## config.mk

```make
export PLATFORM = sky130hd
export DESIGN_NAME = color_fsm_driver
export DESIGN_NICKNAME = d
export VERILOG_FILES = /design/src/rtl/color_pkg.sv /design/src/rtl/color_drv_timer.sv /design/src/rtl/color_fsm_driver.sv
export SDC_FILE = /design/constraint.sdc
export NUM_CORES = 1
export LEC_CHECK = 0
export CORE_AREA = 8 8 45 47
export CTS_BUF_LIST = sky130_fd_sc_hd__clkbuf_8
export CTS_CLUSTER_SIZE = 20
export DETAILED_ROUTE_END_ITERATION = 16
export DIE_AREA = 0 0 53 55
export GPL_ROUTABILITY_DRIVEN = 0
export PLACE_DENSITY = 0.79
export SLEW_MARGIN = 20
export SYNTH_ARGS = -nofsm -noshare
export SYNTH_HDL_FRONTEND = slang
export SYNTH_SLANG_ARGS = --single-unit
export TNS_END_PERCENT = 1
```

## constraint.sdc

```tcl
create_clock -name clk -period 1.7 [get_ports clk]
set_input_delay 0.34 -clock clk [delete_from_list [all_inputs] [get_ports clk]]
set_output_delay 0.34 -clock clk [all_outputs]
set_load 0.005 [all_outputs]
```

## src/rtl/color_pkg.sv

```systemverilog
// Shared types and constants for the Color FSM and its command-side driver.
package color_pkg;

  // Colour held by the two-state Color FSM
  typedef enum logic {
    BLUE = 1'b0,
    RED  = 1'b1
  } color_state_t;

  // Status encodings reported by the Color FSM; 2'h0 and 2'h3 are invalid
  localparam logic [1:0] STATUS_BLUE = 2'h1;
  localparam logic [1:0] STATUS_RED  = 2'h2;

  // Command encodings accepted by the Color FSM
  localparam logic [1:0] CMD_TOGGLE = 2'h1;
  localparam logic [1:0] CMD_NOP    = 2'h0;

  // Driver controller states
  typedef enum logic [2:0] {
    S_IDLE  = 3'd0,
    S_CHECK = 3'd1,
    S_ISSUE = 3'd2,
    S_WAIT  = 3'd3,
    S_RESP  = 3'd4
  } drv_state_t;

  // Response codes returned to the requester
  typedef enum logic [1:0] {
    RESP_OK         = 2'd0,
    RESP_TIMEOUT    = 2'd1,
    RESP_BAD_STATUS = 2'd2
  } resp_code_t;

  // Status value the FSM reports when it holds the given colour
  function automatic logic [1:0] color_to_status(input color_state_t c);
    return (c == RED) ? STATUS_RED : STATUS_BLUE;
  endfunction

  // True only for the two legal status encodings
  function automatic logic status_valid(input logic [1:0] s);
    return (s == STATUS_BLUE) || (s == STATUS_RED);
  endfunction

endpackage

```

## src/rtl/color_drv_timer.sv

```systemverilog
// Loadable down-counter with a zero flag that supervises one toggle attempt.
// It stops at zero instead of wrapping; it is always reloaded before use.
module color_drv_timer
  import color_pkg::*;
#(
  parameter int TIMEOUT = 4
) (
  input  logic clk,
  input  logic rst,
  input  logic load,
  input  logic dec,
  output logic zero
);

  localparam int TW = $clog2(TIMEOUT + 1);
  localparam logic [TW-1:0] LOAD_VAL = TW'(TIMEOUT);

  logic [TW-1:0] count;

  // Load takes priority over decrement; decrement holds at zero
  always_ff @(posedge clk or posedge rst) begin
    if (rst) begin
      count <= '0;
    end else if (load) begin
      count <= LOAD_VAL;
    end else if (dec && (count != '0)) begin
      count <= count - TW'(1);
    end
  end

  assign zero = (count == '0);

endmodule

```

## src/rtl/color_fsm_driver.sv

```systemverilog
// Command-side controller for the Color FSM: accepts a target colour, toggles
// the FSM until its status reports that colour (with timeout and bounded
// retry), and returns an OK / TIMEOUT / BAD_STATUS response.
// Optional: define COLOR_DRV_STATS_EN to add toggle_count and err_count.
module color_fsm_driver
  import color_pkg::*;
#(
  parameter int TIMEOUT   = 4,
  parameter int MAX_RETRY = 2
) (
  input  logic        clk,
  input  logic        rst,
  input  logic        req_valid,
  output logic        req_ready,
  input  logic        req_color,
  output logic [1:0]  cmd,
  input  logic [1:0]  status,
  output logic        resp_valid,
  input  logic        resp_ready,
  output logic [1:0]  resp_code
`ifdef COLOR_DRV_STATS_EN
  ,
  output logic [15:0] toggle_count,
  output logic [7:0]  err_count
`endif
);

  // A width of one keeps the counter legal when no retries are configured
  localparam int RW = (MAX_RETRY > 0) ? $clog2(MAX_RETRY + 1) : 1;
  localparam logic [RW-1:0] RETRY_MAX = RW'(MAX_RETRY);

  drv_state_t   state;
  color_state_t target;
  logic [RW-1:0] retry;
  resp_code_t   code;
  logic         timer_zero;
  logic [1:0]   target_status;

  assign target_status = color_to_status(target);

  color_drv_timer #(
    .TIMEOUT(TIMEOUT)
  ) u_timer (
    .clk (clk),
    .rst (rst),
    .load(state == S_ISSUE),
    .dec (state == S_WAIT),
    .zero(timer_zero)
  );

  // Main control FSM: handshake, check, toggle, supervise, respond
  always_ff @(posedge clk or posedge rst) begin
    if (rst) begin
      state  <= S_IDLE;
      target <= BLUE;
      retry  <= '0;
      code   <= RESP_OK;
    end else begin
      unique case (state)
        S_IDLE: begin
          if (req_valid) begin
            target <= color_state_t'(req_color);
            retry  <= '0;
            state  <= S_CHECK;
          end
        end
        S_CHECK: begin
          if (!status_valid(status)) begin
            code  <= RESP_BAD_STATUS;
            state <= S_RESP;
          end else if (status == target_status) begin
            code  <= RESP_OK;
            state <= S_RESP;
          end else begin
            state <= S_ISSUE;
          end
        end
        S_ISSUE: begin
          state <= S_WAIT;
        end
        S_WAIT: begin
          if (!status_valid(status)) begin
            code  <= RESP_BAD_STATUS;
            state <= S_RESP;
          end else if (status == target_status) begin
            code  <= RESP_OK;
            state <= S_RESP;
          end else if (timer_zero) begin
            if (retry < RETRY_MAX) begin
              retry <= retry + RW'(1);
              state <= S_ISSUE;
            end else begin
              code  <= RESP_TIMEOUT;
              state <= S_RESP;
            end
          end
        end
        S_RESP: begin
          if (resp_ready) begin
            state <= S_IDLE;
          end
        end
        default: begin
          state <= S_IDLE;
        end
      endcase
    end
  end

  // Handshake and command outputs decode the state register only
  assign req_ready  = (state == S_IDLE);
  assign resp_valid = (state == S_RESP);
  assign cmd        = (state == S_ISSUE) ? CMD_TOGGLE : CMD_NOP;
  assign resp_code  = code;

`ifdef COLOR_DRV_STATS_EN
  // Saturating counters of toggles issued and non-OK responses taken
  always_ff @(posedge clk or posedge rst) begin
    if (rst) begin
      toggle_count <= '0;
      err_count    <= '0;
    end else begin
      if ((state == S_ISSUE) && (toggle_count != 16'hFFFF)) begin
        toggle_count <= toggle_count + 16'd1;
      end
      if ((state == S_RESP) && resp_ready && (code != RESP_OK) &&
          (err_count != 8'hFF)) begin
        err_count <= err_count + 8'd1;
      end
    end
  end
`endif

endmodule

```

## Word level (Yosys, flattened, before mapping)

Cells that the tools add are included.

- Register bits after elaboration: 11
- Output and inout port bits: 6
- Word-level logic and storage cells: 62

- Add/subtract/negate cells: 2
- Order comparisons: 1
- Equality and inequality tests: 16
- Mux-type cells: 26
- Reductions and logical operators: 12

Operator list:

| cell | count |
|---|---|
| 2-to-1 mux 3 bit | 10 |
| 2-to-1 mux 2 bit | 12 |
| case mux 3 bit (5 select lines) | 1 |
| inequality test 2 bit (second input constant) | 5 |
| inequality test 4 bit (second input constant) | 2 |
| case mux 2 bit (2 select lines) | 2 |
| == test 3 x 2 -> 1 bit (second input constant) | 2 |
| logical NOT 3 bit | 2 |
| AND reduction 6 bit | 1 |
| nonzero test 2 bit | 3 |
| AND reduction 4 bit | 1 |
| == test 3 x 1 -> 1 bit (second input constant) | 1 |
| == test 3 bit (second input constant) | 1 |
| inequality test 3 bit (second input constant) | 1 |
| AND reduction 3 bit | 1 |
| nonzero test 3 bit | 1 |
| subtractor 3 x 1 -> 3 bit (second input constant) | 1 |
| adder 2 x 1 -> 2 bit (second input constant) | 1 |
| == test 2 x 1 -> 1 bit (second input constant) | 1 |
| == test 2 bit | 1 |
| == test 2 bit (second input constant) | 1 |
| less-than comparator 2 bit (second input constant) | 1 |
| inequality test 2 x 1 -> 1 bit (second input constant) | 1 |
| AND reduction 2 bit | 1 |
| other kinds (3) | 3 |

## Logic depth before layout (Yosys ltp)

Gate-level depths: netlist of run 1.

- Depth after elaboration: 6
- Depth in mapped cells: 6

## Modules after synthesis

From an unflattened synthesis of run 1, not the netlist that was laid out.

- Cells, all modules: 72
- Area, all modules: 720.7 um^2

Modules (own cells, without submodules):

| module | times used | cells each | area each (um^2) | seq. area each (um^2) |
|---|---|---|---|---|
| color_fsm_driver | 1 | 54 | 533.0 | 200.2 |
| color_drv_timer | 1 | 18 | 187.7 | 75.1 |

## Least setup slack after synthesis of run 1

Ideal clock, no wire load.

- Path kind: reg2reg
- Start point: reg state[2]
- End point: reg target
- Setup time: 0.125 ns
- Arrival: 1.315 ns
- Path slack: 0.260 ns
- Cell stages (with the launch flop): 4
- Buffers on the path: 1
- Cell sequence: dfrtp_1 buf_6 or4b_4 mux2_4

- Cells in the longest elaborated chain, start to end: 2

RTL lines:

| element | RTL line | text |
|---|---|---|
| start, declared | color_fsm_driver.sv:32 | `drv_state_t state;` |
| start signal, assigned | color_fsm_driver.sv:54 | `state <= S_IDLE;` |
| start signal, assigned | color_fsm_driver.sv:64 | `state <= S_CHECK;` |
| start signal, assigned | color_fsm_driver.sv:70 | `state <= S_RESP;` |
| logical NOT 3 bit | color_fsm_driver.sv:59 | `unique case (state)` |
| AND reduction 2 bit (no source line) | - |  |
| end signal, assigned | color_fsm_driver.sv:62 | `target <= color_state_t'(req_color);` |
| end, declared | color_fsm_driver.sv:33 | `color_state_t target;` |

Every way passes these cells.
A chain may end at the register's enable or synchronous reset.

## Worst setup path in the final report of run 1

- Start point: reg u_timer.count[0]
- End point: reg u_timer.count[2]

- Cells in the longest elaborated chain, start to end: 3
- Elaborated cells on any way between the ends: 6
- Classes of those cells: 1 x add/sub; 2 x mux; 3 x reduce/logical

RTL lines:

| element | RTL line | text |
|---|---|---|
| start, declared | color_drv_timer.sv:18 | `logic [TW-1:0] count;` |
| start signal, assigned | color_drv_timer.sv:27 | `count <= count - TW'(1);` |
| subtractor 3 x 1 -> 3 bit or nonzero test 3 bit (tied branches) | color_drv_timer.sv:27, color_drv_timer.sv:26 |  |
| 2-to-1 mux 3 bit or logical AND 1 bit (tied branches) | color_drv_timer.sv:26 | `end else if (dec && (count != '0)) begin` |
| 2-to-1 mux 3 bit or nonzero test 2 bit (tied branches) | - |  |

Several ways; a longest one is shown, not always the timed one. The select of a mux whose other input is x is not followed.

==> flow_summary.json, run 1 <==
{
  "nets": 91,
  "core_region_area_sq_um": 1380,
  "route.detailed.wl_per_inst_um": 13.6,
  "p_clk_share_pct": 21.0,
  "p_per_area_nw_per_um2": 1500,
  "final-instance-count-excl-fill": 97,
  "layout-drive-gt1-share_pct": 17.3,
  "drc": 0,
  "synth.area.top_cells": "dfrtp_1 42%, mux2i_1 4.6%, inv_1 4.6%, nor3b_1 4.6%, a21oi_1 3.8%",
  "cp_max_fo": 7,
  "finalHoldViolCount": 0,
  "first_global_vias": 528,
  "grt_max_degree": 12,
  "die_x_um": 53,
  "cellLeakagePower_nw": 0.397,
  "diodes": 0,
  "synth-seq-cells": 11,
  "min_path_type": "input port to async pin",
  "syn_area_sq_um": 657,
  "numCtsBuffers": 3,
  "status": "complete, no violations",
  "hpwl_um": 1010,
  "antenna_found_initial": 0,
  "total_power_w": 0.00124,
  "syn_area_per_cell_sq_um": 9.66,
  "p_int_w": 0.000813,
  "path_clk_slew_ps": 50,
  "synth_cell_types": 27,
  "cp-start-kind": "flop",
  "layout_common_cells": "10 x dfrtp_1, 9 x inv_1, 8 x clkdlybuf4s50_1, 5 x o21ai_0, 5 x a21oi_1",
  "max_freq_mhz": 638,
  "grt_first_pass_wirelength_um": 2190,
  "cts_tree": "built",
  "row_count": 14,
  "dp.cells": 93,
  "syn-num-nets": 77,
  "antenna_left": 0,
  "dieHeight_um": 55,
  "end_kind": "flop",
  "seqPwrFrac_pct": 34.0,
  "final_max_slew_viol_count": 0,
  "ios": 13,
  "cp.arrival_ps": 1690,
  "avgViaCountPerCell": 5.43,
  "ir_drop_v": 0.000938,
  "initial_core_util_pct": 47.5,
  "critical_path_class": "flop to flop",
  "post-route-period-util_pct": 92.2,
  "totalWireLength_um": 1320,
  "clock_tree.buffer_depth": 2,
  "final.setup.tns_ps": 0,
  "first_pass_iters": 4,
  "clock_skew_ps": 2.17,
  "synthDominantCellAreaShare_pct": 41.9,
  "rsz0062_at_grt": "no",
  "synth_warnings": 0,
  "switchingPower_w": 0.000427,
  "switching_share_pct": 34.4,
  "maxCapViolations": 0,
  "comb_power_share_pct": 44.9,
  "portBuffers": 11,
  "cts_sinks": 11,
  "setup_violations": 0,
  "syn_to_final_growth_pct": 25.9,
  "htree_levels": 1,
  "fillers": 117,
  "clk_latency_ps": 240,
  "period_minus_slack_ps": 1570,
  "crit_required_ps": 1820,
  "die_area_sq_um": 2920,
  "layout_commonest_cell": "dfrtp_1",
  "seq_area_frac_synth_pct": 41.9,
  "vias": 527,
  "grt_usage_pct": 10.2,
  "cts-root-buf": "clkbuf_8",
  "synthCells": 68,
  "yosys.area.top_type": "dfrtp_1",
  "drt-initial-drc-count": 3,
  "grt-ovfl-total": 0
}
==> critical path, cell delays in order (launching register included) <==
cell and delay [ps]:
dfrtp_1 320, inv_1 70, ha_1 200, ha_1 260, nor3b_1 360, a22o_1 180
a21oi_1 60
==> cell usage after synthesis, drive strengths merged <==
library cell,number
mux2,1
a21boi,2
ha,2
nor3,1
and4b,1
clkbuf,3
a21oi,5
or4b,1
inv,8
nand3,1
xnor2,1
conb,1
a22o,2
and3b,1
nand2,2
nor3b,4
buf,3
dfrtp,11
o22ai,1
and2b,2
o211ai,3
nor2,2
mux2i,3
nand3b,1
o21ai,5
nor2b,1
==> power by group through the flow <==
stage	clock [W]	combinational [W]	sequential, W
floorplan	0	0.000419	0.000387
global placement	0	0.000570	0.000416
detailed placement	0	0.000587	0.000419
CTS	0.000265	0.000566	0.000422
global route	0.000277	0.000622	0.000430
finish	0.000261	0.000557	0.000422
==> per-stage QoR <==
step | area, sq um | hold WS [ps] | worst slack, ps | utilization (%)
3_5_place_dp | 779 | 480 | -39.7 | 56.3
2_1_floorplan | 657 | 192 | 260 | -
3_3_place_gp | 779 | 465 | -9.28 | 56.3
6_report | 827 | 401 | 132 | 59.8
4_1_cts | 827 | 416 | 115 | 59.8
5_1_grt | 827 | 458 | 39.1 | 59.8
==> worst paths after layout <==
path / from / endpoint / slack (ps) / cells past startpoint
min in group clk: retry[0] / retry[0] / 480 / 1
max in group asynchronous: rst / state[2] / 970 / 2
worst min register to register: retry[0] / retry[0] / 480 / 1
worst min-delay path: rst / u_timer.count[1] / 400 / 2
worst max-delay path: u_timer.count[0] / u_timer.count[2] / 130 / 6
worst max register to register: u_timer.count[0] / u_timer.count[2] / 130 / 6
==> logic make-up (layout without fill, tap and decap cells) <==
logic type,count (synthesis),after routing,share of synthesized area (%)
compound gates,18,18,17.0
simple gates,17,17,18.3
buf+inv,14,27,10.3
flops,11,11,41.9
mux,4,4,6.86
fa+ha+maj,2,2,3.81
other cells,1,1,0.571
xor+xnor,1,1,1.33
==> sequential cells by signal, summed over array words and instances, names as in the netlist <==
register	count
resp_code	2
u_timer.count	3
target	1
retry	2
state	3
==> per-layer routing <==
layer	part of all wire (%)	routed length (um)	up-vias	track usage, %
met5	0	0	-	0
met4	0.91	12	0	6.47
met3	4.3	57	4	3.48
met2	52	692	15	17.0
met1	42	560	249	10.9
li1	-	-	259	-
==> area by class of cell <==
type | instances | area (sq um) | share of cell area, %
Clock buffer | 3 | 41.3 | 4.99
Inverter | 8 | 30.0 | 3.63
Sequential cell | 11 | 277 | 33.4
Multi-Input combinational cell | 43 | 319 | 38.6
Clock inverter | 1 | 3.75 | 0.454
Tap cell | 16 | 20.0 | 2.42
Timing Repair Buffer | 15 | 136 | 16.5
==> timing repair <==
action,CTS,global route
setup endpoints to repair,3,0
resized for setup,5,0
hold buffers,0,0
buffers inserted,0,0
Note: power is estimated with default switching activity, not from simulation.
==> inputs of run 2 (changes only) <==
--- a/config.mk
+++ b/config.mk
@@ -11,7 +11,7 @@
 export DETAILED_ROUTE_END_ITERATION = 16
 export DIE_AREA = 0 0 53 55
 export GPL_ROUTABILITY_DRIVEN = 0
-export PLACE_DENSITY = 0.79
+export PLACE_DENSITY = 0.73
 export SLEW_MARGIN = 20
 export SYNTH_ARGS = -nofsm -noshare
 export SYNTH_HDL_FRONTEND = slang
==> run 2 against run 1 <==
Combinational power increased by 7.7%. Setup slack got worse by 7.0 ps. Critical path type unchanged. First-iteration DRC count increased by 67%. Via count decreased by 0.95%. Register-to-register slack about the same. Die area unchanged.
==> flow_summary.json, run 2 (synthesis gave the netlist of run 1 again) <==
{
  "status": "complete, no violations",
  "grt_usage_pct": 10.9,
  "cts_tree": "built",
  "diodes": 0,
  "reg_top3": "state: 3 flops, u_timer.count: 3 flops",
  "clock_skew_ps": 3.60,
  "hold_buffers": 0,
  "path_clk_slew_ps": 50,
  "cts_sinks": 11,
  "drc": 0,
  "crit_required_ps": 1820,
  "first_pass_iters": 4,
  "initial_core_util_pct": 47.5,
  "portBuffers": 11,
  "core_region_area_sq_um": 1380,
  "final_max_slew_viol_count": 0,
  "clk_latency_ps": 240,
  "period_minus_slack_ps": 1570,
  "clock_tree.buffer_depth": 2,
  "maxCapViolations": 0,
  "min_path_type": "input port to async pin",
  "ir_drop_v": 0.000694,
  "ios": 13,
  "final.setup.tns_ps": 0,
  "rsz0062_at_grt": "no",
  "grt-ovfl-total": 0,
  "vias": 522,
  "grt_first_pass_wirelength_um": 2380,
  "max_freq_mhz": 635,
  "hpwl_um": 1010,
  "worstReg2RegStart": "u_timer.count[0]",
  "cellLeakagePower_nw": 0.416,
  "cp_max_fo": 7,
  "die_x_um": 53,
  "r2r_slack_ps": 130,
  "die_area_sq_um": 2920,
  "layout_common_cells": "11 x dfrtp_1, 9 x inv_1, 8 x clkdlybuf4s50_1",
  "route.detailed.wl_per_inst_um": 13.5,
  "cp-start-kind": "flop",
  "end_kind": "flop",
  "grt_max_degree": 12,
  "finalHoldViolCount": 0,
  "whs_ps": 396,
  "avgViaCountPerCell": 5.33,
  "first_global_vias": 536,
  "htree_levels": 1,
  "antenna_found_initial": 0,
  "drt-initial-drc-count": 5,
  "post-route-period-util_pct": 92.6,
  "critical_path_class": "flop to flop",
  "numCtsBuffers": 3,
  "dieHeight_um": 55,
  "syn_to_final_growth_pct": 29.0,
  "final-instance-count-excl-fill": 98,
  "dp.cells": 93,
  "layout_commonest_cell": "dfrtp_1",
  "totalWireLength_um": 1320,
  "cts-root-buf": "clkbuf_8",
  "layout-drive-gt1-share_pct": 19.5,
  "setup_violations": 0,
  "timing.rr.end": "retry[0]",
  "p_per_area_nw_per_um2": 1510,
  "antenna_left": 0,
  "reg2regPathDepth": 6,
  "cp.arrival_ps": 1690,
  "row_count": 14,
  "nets": 92
}
run 2: cell count changes in the layout (fill, tap and decap cells not counted):
cell and change:
nor3_2 +1, nor3b_2 +1, dlymetal6s2s_1 +1, nor3_1 -1, buf_4 +1, dlygate4sd2_1 -1, dfrtp_1 +1, nor3b_1 -1
dfrtp_2 -1
run 2: critical path, cell delays in order (launching register included):
cell and delay, ps:
dfrtp_1 360, inv_1 100, ha_1 160, ha_1 290, and4b_2 300, o211ai_1 110, mux2i_1 130
run 2: power breakdown:
| group | leakage [nW] | switching, W | internal [W] |
|---|---|---|---|
| clock network | 0.0269 | 0.000101 | 0.000159 |
| registers | 0.140 | 0.0000694 | 0.000350 |
| logic | 0.250 | 0.000270 | 0.000330 |
| total | 0.416 | 0.000440 | 0.000839 |
run 2: area by class of cell:
type                            count  area [sq um]
Clock buffer                        3          41.3
Tap cell                           16          20.0
Fill cell                         119           537
Clock inverter                      1          3.75
Multi-Input combinational cell     43           329
Timing Repair Buffer               16           148
Sequential cell                    11           275
Inverter                            8          30.0
run 2: worst max-delay path by stage:
stage                     depth (start not counted)              from        end
after floorplan                                   3          state[2]     target
after global placement                            3         req_valid     target
after detailed placement                          3         req_valid     target
after CTS                                         2          state[0]  req_ready
after global routing                              6  u_timer.count[0]   retry[1]
final                                             6  u_timer.count[0]   retry[0]
run 2: layer usage:
metal / vias up / track usage, % / wire length, um
met5: - / 0 / 0
met4: 0 / 3.88 / 11
met3: 2 / 3.48 / 46
met2: 9 / 18.0 / 622
met1: 249 / 12.9 / 639
li1: 262 / - / -
run 2: stage by stage:
| step | util [%] | total power (W) | setup WS, ps | instance area, sq um |
|---|---|---|---|---|
| global placement | 56.3 | 0.000987 | -11.1 | 779 |
| finish | 61.2 | 0.00128 | 125 | 847 |
| CTS | 60.3 | 0.00127 | 15.0 | 835 |
| global route | 61.2 | 0.00140 | 0.999 | 847 |
| detailed placement | 56.3 | 0.00101 | -34.4 | 779 |
| floorplan | - | 0.000806 | 260 | 657 |
run 2: timing repair:
item / in CTS / in global routing
endpoints found under the setup margin: 3 / 4
endpoints found under the hold margin: 0 / 0
setup buffers: 1 / 0
gates resized for setup: 3 / 3
==> inputs of run 3 (changes only) <==
--- a/config.mk
+++ b/config.mk
@@ -6,7 +6,7 @@
 export NUM_CORES = 1
 export LEC_CHECK = 0
 export CORE_AREA = 8 8 45 47
-export CTS_BUF_LIST = sky130_fd_sc_hd__clkbuf_8
+export CTS_BUF_LIST = sky130_fd_sc_hd__clkbuf_4
 export CTS_CLUSTER_SIZE = 20
 export DETAILED_ROUTE_END_ITERATION = 16
 export DIE_AREA = 0 0 53 55
==> constraint.sdc (replaced) <==
create_clock -name clk -period 1.9 [get_ports clk]
set_input_delay 0.38 -clock clk [delete_from_list [all_inputs] [get_ports clk]]
set_output_delay 0.38 -clock clk [all_outputs]
set_load 0.005 [all_outputs]
==> run 3 against run 2 <==
Global-route usage increased by 0.12 points. Critical path depth fell by 4. Setup slack got worse by 68 ps. Highest routed layer unchanged. Sequential cell count unchanged. Core utilization decreased by 1.4 points. Routed wire length up 2.2%. Hold slack improved by 3.3 ps. Sequential power decreased by 8.6%. Combinational power down 9.8%. Clock skew increased by 5.2 ps. Sequential share of layout area is 0.89 points higher.
==> flow_summary.json, run 3 (synthesis gave the netlist of run 1 again) <==
{
  "totalWireLength_um": 1350,
  "cp-start-kind": "flop",
  "grt_first_pass_wirelength_um": 2370,
  "core_region_area_sq_um": 1380,
  "clock_tree.buffer_depth": 2,
  "ir_drop_v": 0.000545,
  "finalHoldViolCount": 0,
  "dieHeight_um": 55,
  "maxCapViolations": 0,
  "post-route-period-util_pct": 97.0,
  "antenna_found_initial": 0,
  "syn_to_final_growth_pct": 26.1,
  "first_global_vias": 576,
  "final_max_slew_viol_count": 0,
  "antenna_left": 0,
  "hold_buffers": 0,
  "portBuffers": 11,
  "min_path_type": "input port to async pin",
  "numCtsBuffers": 3,
  "dp_worst_setup_slack_ps": 147,
  "die_area_sq_um": 2920,
  "final.setup.tns_ps": 0,
  "p_clk_share_pct": 16.1,
  "cts_tree": "built",
  "p_per_area_nw_per_um2": 1330,
  "period_minus_slack_ps": 1840,
  "first_pass_iters": 4,
  "comb_power_share_pct": 49.1,
  "rsz0062_at_grt": "no",
  "fillers": 118,
  "cts-root-buf": "clkbuf_4",
  "nets": 92,
  "row_count": 14,
  "switching_share_pct": 35.0,
  "clk_latency_ps": 270,
  "avgViaCountPerCell": 5.13,
  "grt-ovfl-total": 0,
  "p_int_w": 0.000715,
  "critical_path_class": "flop to output pin",
  "r2r_slack_ps": 300,
  "setup_slack_ps": 56.8,
  "cellLeakagePower_nw": 0.387,
  "initial_core_util_pct": 47.5,
  "drt-initial-drc-count": 5,
  "cp_max_fo": 6,
  "clock_skew_ps": 8.82,
  "setup_violations": 0,
  "max_freq_mhz": 543,
  "hpwl_um": 1020,
  "ios": 13,
  "die_x_um": 53,
  "reg_top3": "state: 3 flops, u_timer.count: 3 flops",
  "layout_commonest_cell": "clkdlybuf4s50_1",
  "htree_levels": 1,
  "route.detailed.wl_per_inst_um": 13.8,
  "end_kind": "output pin",
  "vias": 503,
  "status": "complete, no violations",
  "seqPwrFrac_pct": 34.8,
  "path_clk_slew_ps": 80,
  "fin_util_pct": 59.9,
  "layout_common_cells": "11 x clkdlybuf4s50_1, 10 x dfrtp_1, 8 x inv_1",
  "grt_max_degree": 12,
  "crit_required_ps": 1520,
  "diodes": 0,
  "switchingPower_w": 0.000386,
  "cp.arrival_ps": 1460,
  "drc": 0,
  "layout-drive-gt1-share_pct": 20.7,
  "cts_sinks": 11,
  "grt_usage_pct": 11.0
}
## run 3: cell types whose count changed in the layout (fill, tap and decap cells not counted)
cell	before	now
clkbuf_4	0	4
dlymetal6s2s_1	1	0
clkdlybuf4s50_1	8	11
dlygate4sd2_1	2	0
dfrtp_1	11	10
nor3_2	1	0
inv_1	9	8
clkbuf_8	3	0
dfrtp_2	0	1
nor3_1	0	1
## run 3: power by group through the flow
stage	Clock, W	Combinational (W)	Sequential, W
6_report	0.000177	0.000541	0.000383
5_1_grt	0.000194	0.000606	0.000395
4_1_cts	0.000180	0.000511	0.000391
3_5_place_dp	0	0.000506	0.000388
3_3_place_gp	0	0.000486	0.000384
2_1_floorplan	0	0.000375	0.000346
## run 3: cell type report
class	count	area, sq um	area share, %
clock buffer	4	30.0	3.63
inverter	8	30.0	3.63
multi-input combinational	43	324	39.1
sequential	11	277	33.4
tap	16	20.0	2.42
timing repair buffer	16	148	17.8
## run 3: critical path, cell delays in order (launching register included)
cell and delay, ps:
dfrtp_2 450, nor3b_2 210, clkdlybuf4s50_1 530
## run 3: path summary, 6_finish.rpt
kind	startpoint	to	cells past startpoint
setup reg to reg	u_timer.count[0]	u_timer.count[2]	6
hold reg to reg	retry[0]	retry[0]	1
max in group asynchronous	rst	state[1]	2
setup / recovery	state[1]	resp_valid	2
hold / removal	rst	u_timer.count[0]	2
min in group clk	retry[0]	retry[0]	1
## run 3: repair_timing
action,CTS,global route
buffers inserted,0,2
setup endpoints to repair,2,2
pin swaps,0,1
cloned,0,0
hold endpoints to repair,0,0
resized for setup,2,1
## run 3: through the flow
step | hold slack, ps | instances | power (W) | area (sq um)
3_3_place_gp | 468 | 92 | 0.000870 | 772
3_5_place_dp | 488 | 92 | 0.000894 | 772
6_report | 400 | 98 | 0.00110 | 828
5_1_grt | 456 | 98 | 0.00120 | 828
2_1_floorplan | 232 | 68 | 0.000721 | 657
4_1_cts | 419 | 96 | 0.00108 | 808
## run 3: layer usage
| layer | GRT usage, % | part of all wire, % |
|---|---|---|
| met5 | 0 | 0 |
| met4 | 7.76 | 0.89 |
| met3 | 2.67 | 2.8 |
| met2 | 19.1 | 51 |
| met1 | 11.4 | 45 |
